===== src/rtl/alu_seq_nbit.sv =====
// Registered signed ALU: single-cycle add/sub/max and an N-cycle sign-magnitude
// shift-add multiply behind a start/busy/done handshake.
module alu_seq_nbit #(
    parameter int unsigned N = 5
) (
    input  logic           clk,
    input  logic           rst_n,
    input  logic           start,
    input  logic [N-1:0]   a,
    input  logic [N-1:0]   b,
    input  logic [1:0]     sel,
    output logic [2*N-1:0] y,
    output logic           done,
    output logic           busy,
    output logic           zero
);

    localparam int unsigned W      = 2 * N;
    localparam int unsigned LAST_I = N - 1;
    localparam logic [N-1:0] LAST  = LAST_I[N-1:0];

    typedef enum logic {IDLE, MUL} state_t;

    state_t         r_state;
    logic [W-1:0]   r_mcand;
    logic [N-1:0]   r_mplier;
    logic [W-1:0]   r_acc;
    logic [N-1:0]   r_cnt;
    logic           r_sign;

    logic [N:0]     w_sum;
    logic [N:0]     w_diff;
    logic [N:0]     w_addsub;
    logic [N-1:0]   w_max;
    logic [W-1:0]   w_single;
    logic [N-1:0]   w_abs_a;
    logic [N-1:0]   w_abs_b;
    logic [W-1:0]   w_acc_next;
    logic [W-1:0]   w_mul_res;

    always_comb begin
        w_sum      = {a[N-1], a} + {b[N-1], b};
        w_diff     = {a[N-1], a} - {b[N-1], b};
        w_addsub   = sel[0] ? w_diff : w_sum;
        w_max      = ($signed(a) >= $signed(b)) ? a : b;
        w_single   = sel[1] ? {{N{w_max[N-1]}}, w_max}
                            : {{(N-1){w_addsub[N]}}, w_addsub};
        // N-bit negation of -2^(N-1) yields 2^(N-1), which is exact when read unsigned
        w_abs_a    = a[N-1] ? -a : a;
        w_abs_b    = b[N-1] ? -b : b;
        w_acc_next = r_acc + (r_mplier[0] ? r_mcand : '0);
        w_mul_res  = r_sign ? -w_acc_next : w_acc_next;
    end

    always_ff @(posedge clk or negedge rst_n) begin
        if (!rst_n) begin
            r_state  <= IDLE;
            r_mcand  <= '0;
            r_mplier <= '0;
            r_acc    <= '0;
            r_cnt    <= '0;
            r_sign   <= 1'b0;
            y        <= '0;
            zero     <= 1'b1;
            done     <= 1'b0;
            busy     <= 1'b0;
        end else begin
            done <= 1'b0;
            case (r_state)
                IDLE: begin
                    if (start) begin
                        if (sel == 2'b10) begin
                            r_mcand  <= {{N{1'b0}}, w_abs_a};
                            r_mplier <= w_abs_b;
                            r_sign   <= a[N-1] ^ b[N-1];
                            r_acc    <= '0;
                            r_cnt    <= '0;
                            busy     <= 1'b1;
                            r_state  <= MUL;
                        end else begin
                            y    <= w_single;
                            zero <= (w_single == '0);
                            done <= 1'b1;
                        end
                    end
                end
                MUL: begin
                    // Multiplicand is pre-shifted each iteration instead of shifting by r_cnt
                    r_acc    <= w_acc_next;
                    r_mcand  <= r_mcand << 1;
                    r_mplier <= r_mplier >> 1;
                    r_cnt    <= r_cnt + 1'b1;
                    if (r_cnt == LAST) begin
                        y       <= w_mul_res;
                        zero    <= (w_mul_res == '0);
                        done    <= 1'b1;
                        busy    <= 1'b0;
                        r_state <= IDLE;
                    end
                end
                default: r_state <= IDLE;
            endcase
        end
    end

endmodule

===== config.mk =====
export PLATFORM = sky130hd
export DESIGN_NAME = alu_seq_nbit
export DESIGN_NICKNAME = d
export VERILOG_FILES = /design/src/rtl/alu_seq_nbit.sv
export SDC_FILE = /design/constraint.sdc
export NUM_CORES = 1
export LEC_CHECK = 0
export ABC_AREA = 0
export ABC_CLOCK_PERIOD_IN_PS = 4700
export BUFFER_PORTS_ARGS = -buffer_cell sky130_fd_sc_hd__buf_4
export CAP_MARGIN = 20
export CORE_ASPECT_RATIO = 0.5
export CORE_MARGIN = 2
export CORE_UTILIZATION = 55
export CTS_CLUSTER_DIAMETER = 120
export CTS_CLUSTER_SIZE = 25
export DETAILED_ROUTE_END_ITERATION = 10
export MAX_ROUTING_LAYER = met4
export PLACE_DENSITY = 0.71
export SYNTH_ARGS = -nofsm -noshare
export SYNTH_HDL_FRONTEND = slang
export SYNTH_SLANG_ARGS = --single-unit

===== constraint.sdc =====
create_clock -name clk -period 4.7 [get_ports clk]
set_input_delay 0.94 -clock clk [delete_from_list [all_inputs] [get_ports clk]]
set_output_delay 0.94 -clock clk [all_outputs]
set_load 0.05 [all_outputs]

=== Yosys cells after proc, flatten, opt, wreduce, memory -nomap -nowiden ===
Index checks and enable logic that the tools add are counted.

* Bitwise gates (word level): 2
* Mux-type cells: 39
* $lt $le $gt $ge: 1
* Eq/ne operators: 6
* Reductions and logical operators: 6
* $add $sub $neg: 7

{| class="wikitable"
|+ Operators with widths
! kind !! number
|-
| 10-bit 2-to-1 mux || 10
|-
| 10-bit one-hot mux with 2 select lines || 3
|-
| 5-bit 2-to-1 mux || 7
|-
| 10-bit zero test || 2
|-
| 5-bit one-hot mux with 2 select lines || 2
|-
| 1-bit 2-to-1 mux || 12
|-
| 10-bit adder || 1
|-
| 10-bit negator || 1
|-
| 5-bit negator || 2
|-
| 3-bit AND reduction || 3
|-
| 1-bit one-hot mux with 2 select lines || 4
|-
| 5-bit by 5-bit adder with 6-bit output || 1
|-
| 6-bit 2-to-1 mux || 1
|-
| 2-bit != test, second input constant || 3
|-
| 5-bit by 5-bit subtractor with 6-bit output || 1
|-
| 5-bit by 1-bit adder with 5-bit output, second input constant || 1
|-
| 5-bit by 3-bit == test with 1-bit output, second input constant || 1
|-
| 5-bit >= comparator || 1
|-
| 2-bit == test, second input constant || 1
|-
| 2-bit by 1-bit != test with 1-bit output, second input constant || 1
|-
| 2-bit AND reduction || 1
|-
| 1-bit NOT || 1
|-
| 1-bit bitwise XOR || 1
|}

* Output and inout port bits: 13
* Flip-flop bits (word level): 45
* Input port bits: 15
* Word-level logic and storage cells: 71

=== Depth between registers and ports, before layout ===
Gate-level depths: netlist of the first run.

* Word-level depth: 7
* Gate-level depth with buffers: 14
* Depth with buffers taken out: 13

=== Least setup slack after synthesis of the first run ===
No wires, ideal clock.

* Kind: input -> register
* Start point: in a[0]
* End point: reg y[8]
* Required time: 4575 ps
* Library setup time: 125 ps
* Data arrival time: 3136 ps
* Path buffers: 0
* Setup slack: 1439 ps
* Stages on the path: 11
* Path through: inv_1 > ha_1 > fa_1 > nor2b_1 > o21ai_0 > a31oi_1 > mux2i_1 > nor2_1 > nor3_2 > a21oi_1 > mux2_4

* Longest elaborated chain between the ends: 6
* Elaborated cells between the ends (all ways): 9
* Classes of those cells: add/sub: 2; order compare: 1; mux: 6

{| class="wikitable"
|+ RTL lines
! item !! RTL line !! source
|-
| start: declaration || 9 || <nowiki>input logic [N-1:0] a,</nowiki>
|-
| 5-bit by 5-bit adder with 6-bit output, or another cell as far along || 42 || <nowiki>w_sum = {a[N-1], a} + {b[N-1], b};</nowiki>
|-
| 6-bit 2-to-1 mux or 5-bit 2-to-1 mux (tied branches) || 44, 45 ||
|-
| 10-bit 2-to-1 mux (*) || 46 || <nowiki>w_single = sel[1] ? {{N{w_max[N-1]}}, w_max}</nowiki>
|-
| 10-bit 2-to-1 mux (*) || 72 || <nowiki>if (sel == 2'b10) begin</nowiki>
|-
| 10-bit 2-to-1 mux (*) || 71 || <nowiki>if (start) begin</nowiki>
|-
| 10-bit one-hot mux with 2 select lines (*) || 69 || <nowiki>case (r_state)</nowiki>
|-
| end signal: assignment || 81 || <nowiki>y <= w_single;</nowiki>
|-
| end signal: assignment || 94 || <nowiki>y <= w_mul_res;</nowiki>
|-
| end: declaration || 12 || <nowiki>output logic [2*N-1:0] y,</nowiki>
|}

Every way passes the cells marked *; elsewhere a longest branch is shown, timed or not. The select of a mux whose other input is x is not followed.
A chain may end at the register's enable or synchronous reset.

=== Worst setup path after layout of the first run ===
* Start point: reg r_mplier[0]
* End point: reg y[8]

* Longest elaborated chain between the ends: 6

{| class="wikitable"
|+ RTL lines
! item !! RTL line !! source
|-
| start: declaration || 26 || <nowiki>logic [N-1:0] r_mplier;</nowiki>
|-
| start signal: assignment || 74 || <nowiki>r_mplier <= w_abs_b;</nowiki>
|-
| start signal: assignment || 91 || <nowiki>r_mplier <= r_mplier >> 1;</nowiki>
|-
| 10-bit 2-to-1 mux (*) || 51 || <nowiki>w_acc_next = r_acc + (r_mplier[0] ? r_mcand : '0);</nowiki>
|-
| 10-bit adder (*) || 51 ||
|-
| 10-bit negator || 52 || <nowiki>w_mul_res = r_sign ? -w_acc_next : w_acc_next;</nowiki>
|-
| 10-bit 2-to-1 mux (*) || 52 ||
|-
| 10-bit 2-to-1 mux (*) || 93 || <nowiki>if (r_cnt == LAST) begin</nowiki>
|-
| 10-bit one-hot mux with 2 select lines (*) || 69 ||
|}

Marks and branches as above.

==> results of run 1 <==
-- cells in the final DEF (no fill, tap or decap), drive strengths merged, types with 3 or more instances in the layout --
master  instances
a31oi           3
ha             24
fa              3
mux2            4
a22oi           5
xor2            8
inv            30
and2            9
xnor2          13
or3             3
nand2          32
o21ai          26
nor3            8
nor2           17
a21oi          17
buf            30
o31ai           6
o21a            3
mux2i          11
nand4           6
nand3           8
clkbuf          6
nand2b          4
dfrtp          44
nor2b           4
a22o           10
-- cells by family after synthesis --
| group | Yosys count | share of synthesized area |
|---|---|---|
| XOR/XNOR | 21 | 0.0568 |
| adder cells (fa/ha/maj) | 27 | 0.111 |
| AND/OR/NAND/NOR | 100 | 0.155 |
| multiplexers | 15 | 0.0491 |
| AO/OA/AOI/OAI | 95 | 0.216 |
| flip-flops | 45 | 0.348 |
| buffers and inverters | 44 | 0.0634 |
-- critical path, cell delays in order, from the launching register on --
cell and delay (ns):
dfrtp_1 0.50, and2_1 0.20, ha_1 0.23, fa_1 0.43, a21oi_1 0.24, o21ba_2 0.17
xnor2_1 0.14, or4b_4 0.60, o31ai_4 0.20, xor2_1 0.24, a21oi_1 0.10, mux2_4 0.27
-- flip-flops by register name, indices dropped and copies added, names as in the netlist --
| signal | cells |
|---|---|
| r_acc | 10 |
| r_mcand | 10 |
| y | 10 |
| r_cnt | 5 |
| r_mplier | 5 |
| busy | 1 |
| done | 1 |
| r_sign | 1 |
| r_state | 1 |
| zero | 1 |
-- power groups by stage --
stage,Sequential [µW],Combinational (µW),Clock (µW)
after detailed placement,667,1180,0
after global routing,683,1310,375
after floorplan,807,762,0
after global placement,656,1140,0
final,663,1200,353
after CTS,662,1190,356
-- routing by layer --
layer / GRT usage / vias to the layer above / part of all wire
li1: - / 1294 / -
met1: 0.348 / 1279 / 0.49
met2: 0.386 / 72 / 0.44
met3: 0.0554 / 12 / 0.055
met4: 0.0662 / 0 / 0.013
met5: - / - / 0
-- stage by stage --
| step | instances | hold WS, ns | utilization |
|---|---|---|---|
| 6_report | 444 | 0.485 | 0.647 |
| 5_1_grt | 444 | 0.512 | 0.647 |
| 4_1_cts | 444 | 0.486 | 0.647 |
| 3_5_place_dp | 436 | 0.470 | 0.622 |
| 3_3_place_gp | 435 | 0.460 | 0.619 |
| 2_1_floorplan | 347 | 0.444 | - |
-- final timing paths --
| check | startpoint | end | depth (start not counted) |
|---|---|---|---|
| setup reg to reg | r_mplier[0] | y[8] | 11 |
| setup / recovery | r_mplier[0] | y[8] | 11 |
| min in group asynchronous | rst_n | r_mplier[3] | 1 |
| max in group asynchronous | rst_n | r_acc[3] | 1 |
| hold reg to reg | busy | busy | 2 |
| hold / removal | busy | busy | 2 |
-- area by class of cell --
class | instances | area share
multi-input combinational | 258 | 0.528
sequential | 45 | 0.312
timing repair buffer | 30 | 0.0643
clock buffer | 6 | 0.0356
inverter | 30 | 0.0311
tap | 73 | 0.0253
clock inverter | 2 | 0.00415
==> summary.txt, run 1 <==
Synthesis
  • Synth Register Bits: 45
  • Top-count cell post-synth: dfrtp_1
  • Syn Inst Count: about 350
  • Mapped Area: between 0.003 and 0.004 mm²
  • Count of unique library cells instantiated by Yosys: 58
  • Synth top area cells: dfrtp_1 34%, ha_1 9.3%, o21ai_0 3.9%
  • Mean post-synth cell area: 9.33 µm²
  • Post-synthesis sequential area ratio: 0.348
  • YS warnings: 0
  • Post-synth top area cell: dfrtp_1
  • Top cell type's share of synthesized area: 0.340
  • Ys async rst share: 1.00
  • EDFF count, synth: 0
  • Mapped Nets: 389
  • Commonest cells in the netlist: 44 x dfrtp_1, 32 x nand2_1, 30 x inv_1, 25 x o21ai_0, 24 x ha_1
  • Top_reg_cell synth: dfrtp_1

Placed design
  • Post-DP HPWL: 5590 µm
  • Setup Slack @ Placement: between 0.9 and 1 ns
  • I/O Buffers: 27
  • GP Congestion: 0.854
  • Placed instance area: roughly 0.0035 mm²

Worst setup path
  • Crit-path max FO: 11
  • CP Data Required Time: 4.88 ns
  • Critical Path Start Type: flop
  • WS Path Type: reg2reg
  • Flop2flop setup slack: about 1.3 ns
  • Crit end category: flop
  • Crit path arrival time: around 3.6 ns

Die
  • Initial cell density of the core: 0.580
  • Rows: 19
  • Chip height: 58.3 µm
  • Die Wd: about 110 µm
  • I/O pin count: 28
  • Die area: 0.00655 mm²
  • Core footprint: 0.00559 mm²

Global route
  • Total Routing Usage GR: 0.253
  • Initial antenna violation count: 0
  • First-pass GRT wire length: about 13,000 µm
  • Vias in the first global route: about 2.5k
  • Pin count of the biggest net entering global routing: 46
  • Total grt overflow: 0

Pwr
  • Logic pwr share: 0.541
  • Pwr/cell area: a little over 600 mW/mm²
  • NetSw: approximately 1000 µW
  • Final Power: 2210 µW
  • VDD IR-drop max: around 0.39 mV
  • Sequential Power Share: 0.300
  • Clk network pwr share: 0.159
  • Leak: 0.00166 µW
  • Sw frac: 0.460
  • Internal power: 1190 µW

Timing
  • Final Setup Violations: 0
  • Pins Over Slew Limit: 0
  • RSZ-0062 raised after global routing: false
  • Setup TNS: 0 ns
  • Max-slew headroom: 0.532
  • Worst-case clock skew: between 0.005 and 0.006 ns
  • Tmin final: roughly 3.4 ns
  • Final Hold Viols: 0
  • Final worst slack: ~1.3 ns
  • Final Cycle Share: 0.729
  • Peak Freq: between 200 and 300 MHz
  • Worst-Margin Slew: between 0.6 and 0.7 ns

Drt
  • Final antenna-violating net count: 0
  • Vias per inst: ~6
  • Routed via count: between 2k and 3k
  • Routed wire length: between 7000 and 8000 µm
  • Drc violations: 0
  • 1st-pass router iterations: 5
  • Initial DRC count: approximately 270
  • Avg WL per Cell: approximately 17 µm

Finish
  • Layout cells sized above 1: 0.148
  • Area Growth Syn to Fin: 11.7%
  • Post-route cell area: about 0.0036 mm²
  • Fillers: roughly 480
  • Sequential cell area: 0.00113 mm²
  • Footprint of the multi-input gates: around 0.0019 mm²
  • Fin nets: just over 400
  • N_diodes: 0

CTS
  • Clock buffer depth: 2
  • Root buffer cell: clkbuf_16
  • CTS Sinks: 45
  • Hold buffer count at cts: 0
  • CTS resizes: 0
  • CTS tree: built
  • TritonCTS Buffers: 5
  • Clock latency on the worst-skew pair: slightly below 0.3 ns
  • Post CTS Setup Buffer Count: 0
  • H-tree Lvls: 2
  • Reg clk slew, reported paths: around 0.060 ns

Status
  • Status: complete, no violations

Min path
  • Hold Crit Class: reg2reg

Job
  • Maxcap violations: 0
(Power assumes the default switching activity.)
==> run 2: changes to the inputs <==
--- a/config.mk
+++ b/config.mk
@@ -6,7 +6,7 @@
 export NUM_CORES = 1
 export LEC_CHECK = 0
 export ABC_AREA = 0
-export ABC_CLOCK_PERIOD_IN_PS = 4700
+export ABC_CLOCK_PERIOD_IN_PS = 3400
 export BUFFER_PORTS_ARGS = -buffer_cell sky130_fd_sc_hd__buf_4
 export CAP_MARGIN = 20
 export CORE_ASPECT_RATIO = 0.5
==> constraint.sdc (replaced) <==
create_clock -name clk -period 3.4 [get_ports clk]
set_input_delay 0.68 -clock clk [delete_from_list [all_inputs] [get_ports clk]]
set_output_delay 0.68 -clock clk [all_outputs]
set_load 0.05 [all_outputs]
==> run 2 against run 1 <==
Effect of this change: global-route usage increased by 0.66 points; sequential cell count unchanged; wire length increased by 0.69%; total power increased by 42%; maximum frequency increased by 7.4%; final area increased by 1.2%; highest routed layer unchanged.
==> summary.txt, run 2 (synthesis results as in run 1) <==
Pwr
  • Leak: about 0.0017 µW
  • VDD IR-drop max: between 0.4 and 0.5 mV
  • Pwr/cell area: roughly 860 mW/mm²

Placed design
  • Post-DP HPWL: 5640 µm
  • Placed instance area: around 0.0035 mm²
  • Setup Slack @ Placement: between 0.2 and 0.3 ns
  • I/O Buffers: 27
  • GP Congestion: around 0.92

Timing
  • Worst-Margin Slew: about 0.57 ns
  • Setup TNS: 0 ns
  • Final worst slack: 0.207 ns
  • RSZ-0062 raised after global routing: false
  • Pins Over Slew Limit: 0
  • Tmin final: between 3 and 4 ns
  • Final Cycle Share: 0.939
  • Max-slew headroom: 0.618
  • Hold_ws: between 0.3 and 0.4 ns
  • Final Hold Viols: 0
  • Peak Freq: approximately 310 MHz
  • Worst-case clock skew: between 0.004 and 0.005 ns
  • Final Setup Violations: 0

Drt
  • Vias per inst: just under 6
  • Routed wire length: about 7500 µm
  • Final antenna-violating net count: 0
  • Initial DRC count: 244
  • Avg WL per Cell: about 17 µm
  • Drc violations: 0
  • 1st-pass router iterations: 4
  • Routed via count: 2,657

Finish
  • Layout Utilization: 0.655
  • Most common cell after layout, fill and taps aside: dfrtp_1
  • Layout cells sized above 1: 0.155
  • N_diodes: 0
  • Post-route cell area: ~0.0037 mm²
  • Most frequent cells in the layout: 44 x dfrtp_1, 33 x buf_4, 32 x nand2_1
  • Fin nets: between 400 and 500
  • Area Growth Syn to Fin: 13.1%
  • Regs by FF count: r_acc x10, r_mcand x10, y x10

CTS
  • Post CTS Setup Buffer Count: 0
  • Root buffer cell: clkbuf_16
  • Hold buffer count at cts: 0
  • CTS tree: built
  • Reg clk slew, reported paths: around 0.060 ns
  • CTS resizes: 0
  • TritonCTS Buffers: 5
  • H-tree Lvls: 2
  • Clock buffer depth: 2
  • CTS Sinks: between 40 and 50
  • Clock latency on the worst-skew pair: 0.29 ns

Die
  • Chip height: 58.3 µm
  • Die area: approximately 0.0066 mm²
  • Initial cell density of the core: 0.580
  • I/O pin count: 28
  • Rows: 19
  • Core footprint: roughly 0.0056 mm²
  • Die Wd: about 110 µm

Job
  • Maxcap violations: 0

Worst setup path
  • Crit-path max FO: 5
  • WS Path Type: reg2reg
  • Critical path's most frequent cell: a21oi_1
  • Crit path cell chain: and2_1 > ha_1 > fa_1 > a21oi_1 > o21ba_2 > xnor2_1 > or4b_4 > o31ai_4 > xor2_1 > a21oi_1 > mux2_4
  • Flop2flop setup slack: between 0.2 and 0.25 ns
  • Slowest-stage cell, CP: or4b_4
  • CP Data Required Time: approximately 3.6 ns
  • Crit path largest cell delay: 0.60 ns
  • Critical Path Start Type: flop
  • Crit path arrival time: 3.36 ns
  • Crit end category: flop

Status
  • Status: complete, no violations

Global route
  • Total Routing Usage GR: 0.260
  • First-pass GRT wire length: between 10,000 and 15,000 µm
  • Initial antenna violation count: 0
  • Vias in the first global route: roughly 2.7k
  • Pin count of the biggest net entering global routing: 46
  • Total grt overflow: 0

Min path
  • Hold Crit Class: in2async
[run 2: cell count changes in the layout (fill, tap and decap cells not counted)]
cell        previous run  this run
buf_8                  1         0
buf_4                 29        33
clkinvlp_4             2         0
clkbuf_8               0         1
bufinv_16              0         1
[run 2: critical path, delay by kind of cell, from the launching register on]
family          cells  cell delay, ns
mux                 1            0.26
fa+ha+maj           2            0.64
flops               1            0.39
xor+xnor            2            0.35
compound gates      4            0.67
simple gates        2            0.77
[run 2: per-stage QoR]
step                instances  power [µW]
global placement          439        2510
finish                    447        3150
floorplan                 347        2170
detailed placement        439        2570
global route              447        3360
CTS                       447        3140
[run 2: area by class of cell]
| type | count | area, µm² |
|---|---|---|
| inverter | 30 | 113 |
| timing repair buffer | 33 | 248 |
| multi-input combinational | 258 | 1910 |
| clock inverter | 1 | 30.0 |
| tap | 73 | 91.3 |
| clock buffer | 7 | 143 |
| sequential | 45 | 1130 |
| fill | 460 | 1930 |
[run 2: layer usage]
metal / track usage / up-vias / wire (µm) / share of wire
met5: - / - / 0 / 0
met4: 0.0801 / 0 / 119 / 0.016
met3: 0.0366 / 11 / 331 / 0.044
met2: 0.410 / 49 / 3390 / 0.45
met1: 0.354 / 1298 / 3700 / 0.49
li1: - / 1299 / - / -
[run 2: report_power, final]
part,switching (µW),internal [µW]
Clock,197,367
Sequential,160,746
Combinational,1040,641
[run 2: final timing paths]
path,start,cells past startpoint,endpoint
worst max-delay path,r_mcand[0],11,y[8]
worst min-delay path,rst_n,1,r_mplier[4]
min in group clk,busy,2,busy
worst min register to register,busy,2,busy
worst max register to register,r_mcand[0],11,y[8]
max in group asynchronous,rst_n,1,r_acc[6]
==> run 3: changes to the inputs <==
--- a/config.mk
+++ b/config.mk
@@ -7,7 +7,6 @@
 export LEC_CHECK = 0
 export ABC_AREA = 0
 export ABC_CLOCK_PERIOD_IN_PS = 3400
-export BUFFER_PORTS_ARGS = -buffer_cell sky130_fd_sc_hd__buf_4
 export CAP_MARGIN = 20
 export CORE_ASPECT_RATIO = 0.5
 export CORE_MARGIN = 2
@@ -15,8 +14,9 @@
 export CTS_CLUSTER_DIAMETER = 120
 export CTS_CLUSTER_SIZE = 25
 export DETAILED_ROUTE_END_ITERATION = 10
+export DONT_BUFFER_PORTS = 1
 export MAX_ROUTING_LAYER = met4
-export PLACE_DENSITY = 0.71
+export PLACE_DENSITY = 0.67
 export SYNTH_ARGS = -nofsm -noshare
 export SYNTH_HDL_FRONTEND = slang
 export SYNTH_SLANG_ARGS = --single-unit
==> run 3 against run 2 <==
Effect of this change: total power down 7.4%; clock skew up 0.0016 ns; via count down 4.8%; hold slack worse by 0.31 ns; maximum frequency up 2.4%; clock power down 9.4%; global-route usage down 1.7 points; die area unchanged; final area down 5.9%; sequential share of layout area up 1.9 points; highest routed layer unchanged.
==> summary.txt, run 3 (synthesis results as in run 1) <==
Global route
  • Vias in the first global route: 2,484
  • Total Routing Usage GR: 0.242
  • First-pass GRT wire length: 12,300 µm
  • Initial antenna violation count: 0
  • Total grt overflow: 0
  • Pin count of the biggest net entering global routing: 46

Timing
  • Pins Over Slew Limit: 0
  • Max-slew headroom: 0.619
  • Final Hold Viols: 0
  • Final Cycle Share: 0.917
  • RSZ-0062 raised after global routing: false
  • Tmin final: a little over 3 ns
  • Worst-case clock skew: between 0.005 and 0.006 ns
  • Setup TNS: 0 ns
  • Worst-Margin Slew: 0.567 ns
  • Peak Freq: between 300 and 400 MHz
  • Final Setup Violations: 0

CTS
  • Clock buffer depth: 2
  • Post CTS Setup Buffer Count: 0
  • Reg clk slew, reported paths: around 0.060 ns
  • CTS Sinks: 45
  • CTS tree: built
  • Hold buffer count at cts: 0
  • CTS resizes: 0
  • Clock latency on the worst-skew pair: 0.29 ns
  • H-tree Lvls: 2
  • TritonCTS Buffers: 5
  • Root buffer cell: clkbuf_16

Die
  • Die area: around 0.0066 mm²
  • I/O pin count: 28
  • Die Wd: between 100 and 150 µm
  • Rows: 19
  • Core footprint: 0.00559 mm²
  • Initial cell density of the core: 0.580
  • Chip height: 58.3 µm

Placed design
  • I/O Buffers: 0
  • GP Congestion: between 0.9 and 1
  • Placed Cells: slightly above 400
  • Post-DP HPWL: 5460 µm

Worst setup path
  • Worst reg2reg endpoint: y[8]
  • R2R cell count: 11
  • Crit path from: r_mcand[0]
  • WS Path Type: reg2reg
  • Crit end category: flop
  • Worst Setup EP: y[8]
  • Crit path arrival time: ~3.3 ns
  • Flop2flop setup slack: about 0.28 ns
  • Critical Path Start Type: flop
  • Crit-path max FO: 5
  • Worst r2r src: r_mcand[0]
  • CP Data Required Time: between 3 and 4 ns

Finish
  • Most frequent cells in the layout: 44 x dfrtp_1, 32 x nand2_1, 30 x inv_1
  • Most common cell after layout, fill and taps aside: dfrtp_1
  • Fin nets: 388
  • Regs by FF count: r_acc x10, r_mcand x10, y x10
  • Layout cells sized above 1: 0.0922
  • Area Growth Syn to Fin: 6.34%
  • N_diodes: 0
  • Layout Utilization: 0.616
  • Layout Cells excl Fill: 420
  • Fillers: approximately 500

Drt
  • Routed via count: ~2.5k
  • Drc violations: 0
  • Vias per inst: approximately 6
  • 1st-pass router iterations: 4
  • Initial DRC count: around 170
  • Routed wire length: ~7000 µm
  • Avg WL per Cell: about 17 µm
  • Final antenna-violating net count: 0

Pwr
  • Logic pwr share: 0.419
  • VDD IR-drop max: between 0.4 and 0.5 mV
  • Leak: between 0.0015 and 0.002 µW
  • Pwr/cell area: between 800 and 900 mW/mm²
  • Sw frac: 0.455
  • NetSw: 1330 µW
  • Internal power: 1590 µW
  • Sequential Power Share: 0.405
  • Clk network pwr share: 0.176

Job
  • Maxcap violations: 0

Min path
  • Hold Crit Class: in2async

Status
  • Status: complete, no violations
==> run 3: power groups by stage <==
stage | registers, µW | clock network [µW] | logic, µW
after CTS | 1180 | 520 | 1230
final | 1180 | 512 | 1220
after floorplan | 1120 | 0 | 1050
after detailed placement | 1190 | 0 | 1220
after global placement | 1180 | 0 | 1170
after global routing | 1210 | 543 | 1360
==> run 3: per-layer routing <==
layer | track usage | share of wire
met1 | 0.348 | 0.51
met2 | 0.356 | 0.42
met3 | 0.0492 | 0.056
met4 | 0.0557 | 0.0076
met5 | - | 0
==> run 3: layout make-up <==
class	instances	area, µm²	area share
flip-flops and latches	45	1130	0.327
well taps	73	91.3	0.0265
clock inverters	1	5.00	0.00145
clock buffers	7	153	0.0443
inverters	30	113	0.0327
multi-input cells	258	1910	0.555
repair buffers	6	45.0	0.0131
==> run 3: worst min-delay path by stage <==
stage                      from       end
after CTS                 rst_n      y[9]
after global routing      rst_n  r_cnt[3]
after detailed placement  rst_n  r_cnt[3]
after floorplan           rst_n      busy
after global placement    rst_n  r_cnt[3]
final                     rst_n  r_cnt[3]
==> run 3: metrics by stage <==
step / area (µm²) / power [µW] / hold WS [ns] / setup slack [ns]
2_1_floorplan: 3240 / 2170 / 0.384 / 0.332
3_3_place_gp: 3290 / 2360 / 0.385 / 0.356
6_report: 3440 / 2920 / 0.0840 / 0.283
5_1_grt: 3440 / 3120 / 0.0715 / 0.105
3_5_place_dp: 3290 / 2410 / 0.385 / 0.294
4_1_cts: 3440 / 2930 / 0.0786 / 0.284
==> run 3: worst max-delay path, stage by stage, from the launching register on <==
cell and delay (ns):
dfrtp_1 0.40, and2_1 0.16, ha_1 0.22, fa_1 0.41, a21oi_1 0.19, o21ba_2 0.16
xnor2_1 0.13, or4b_4 0.59, o31ai_4 0.19, xor2_1 0.20, a21oi_1 0.09, mux2_4 0.27
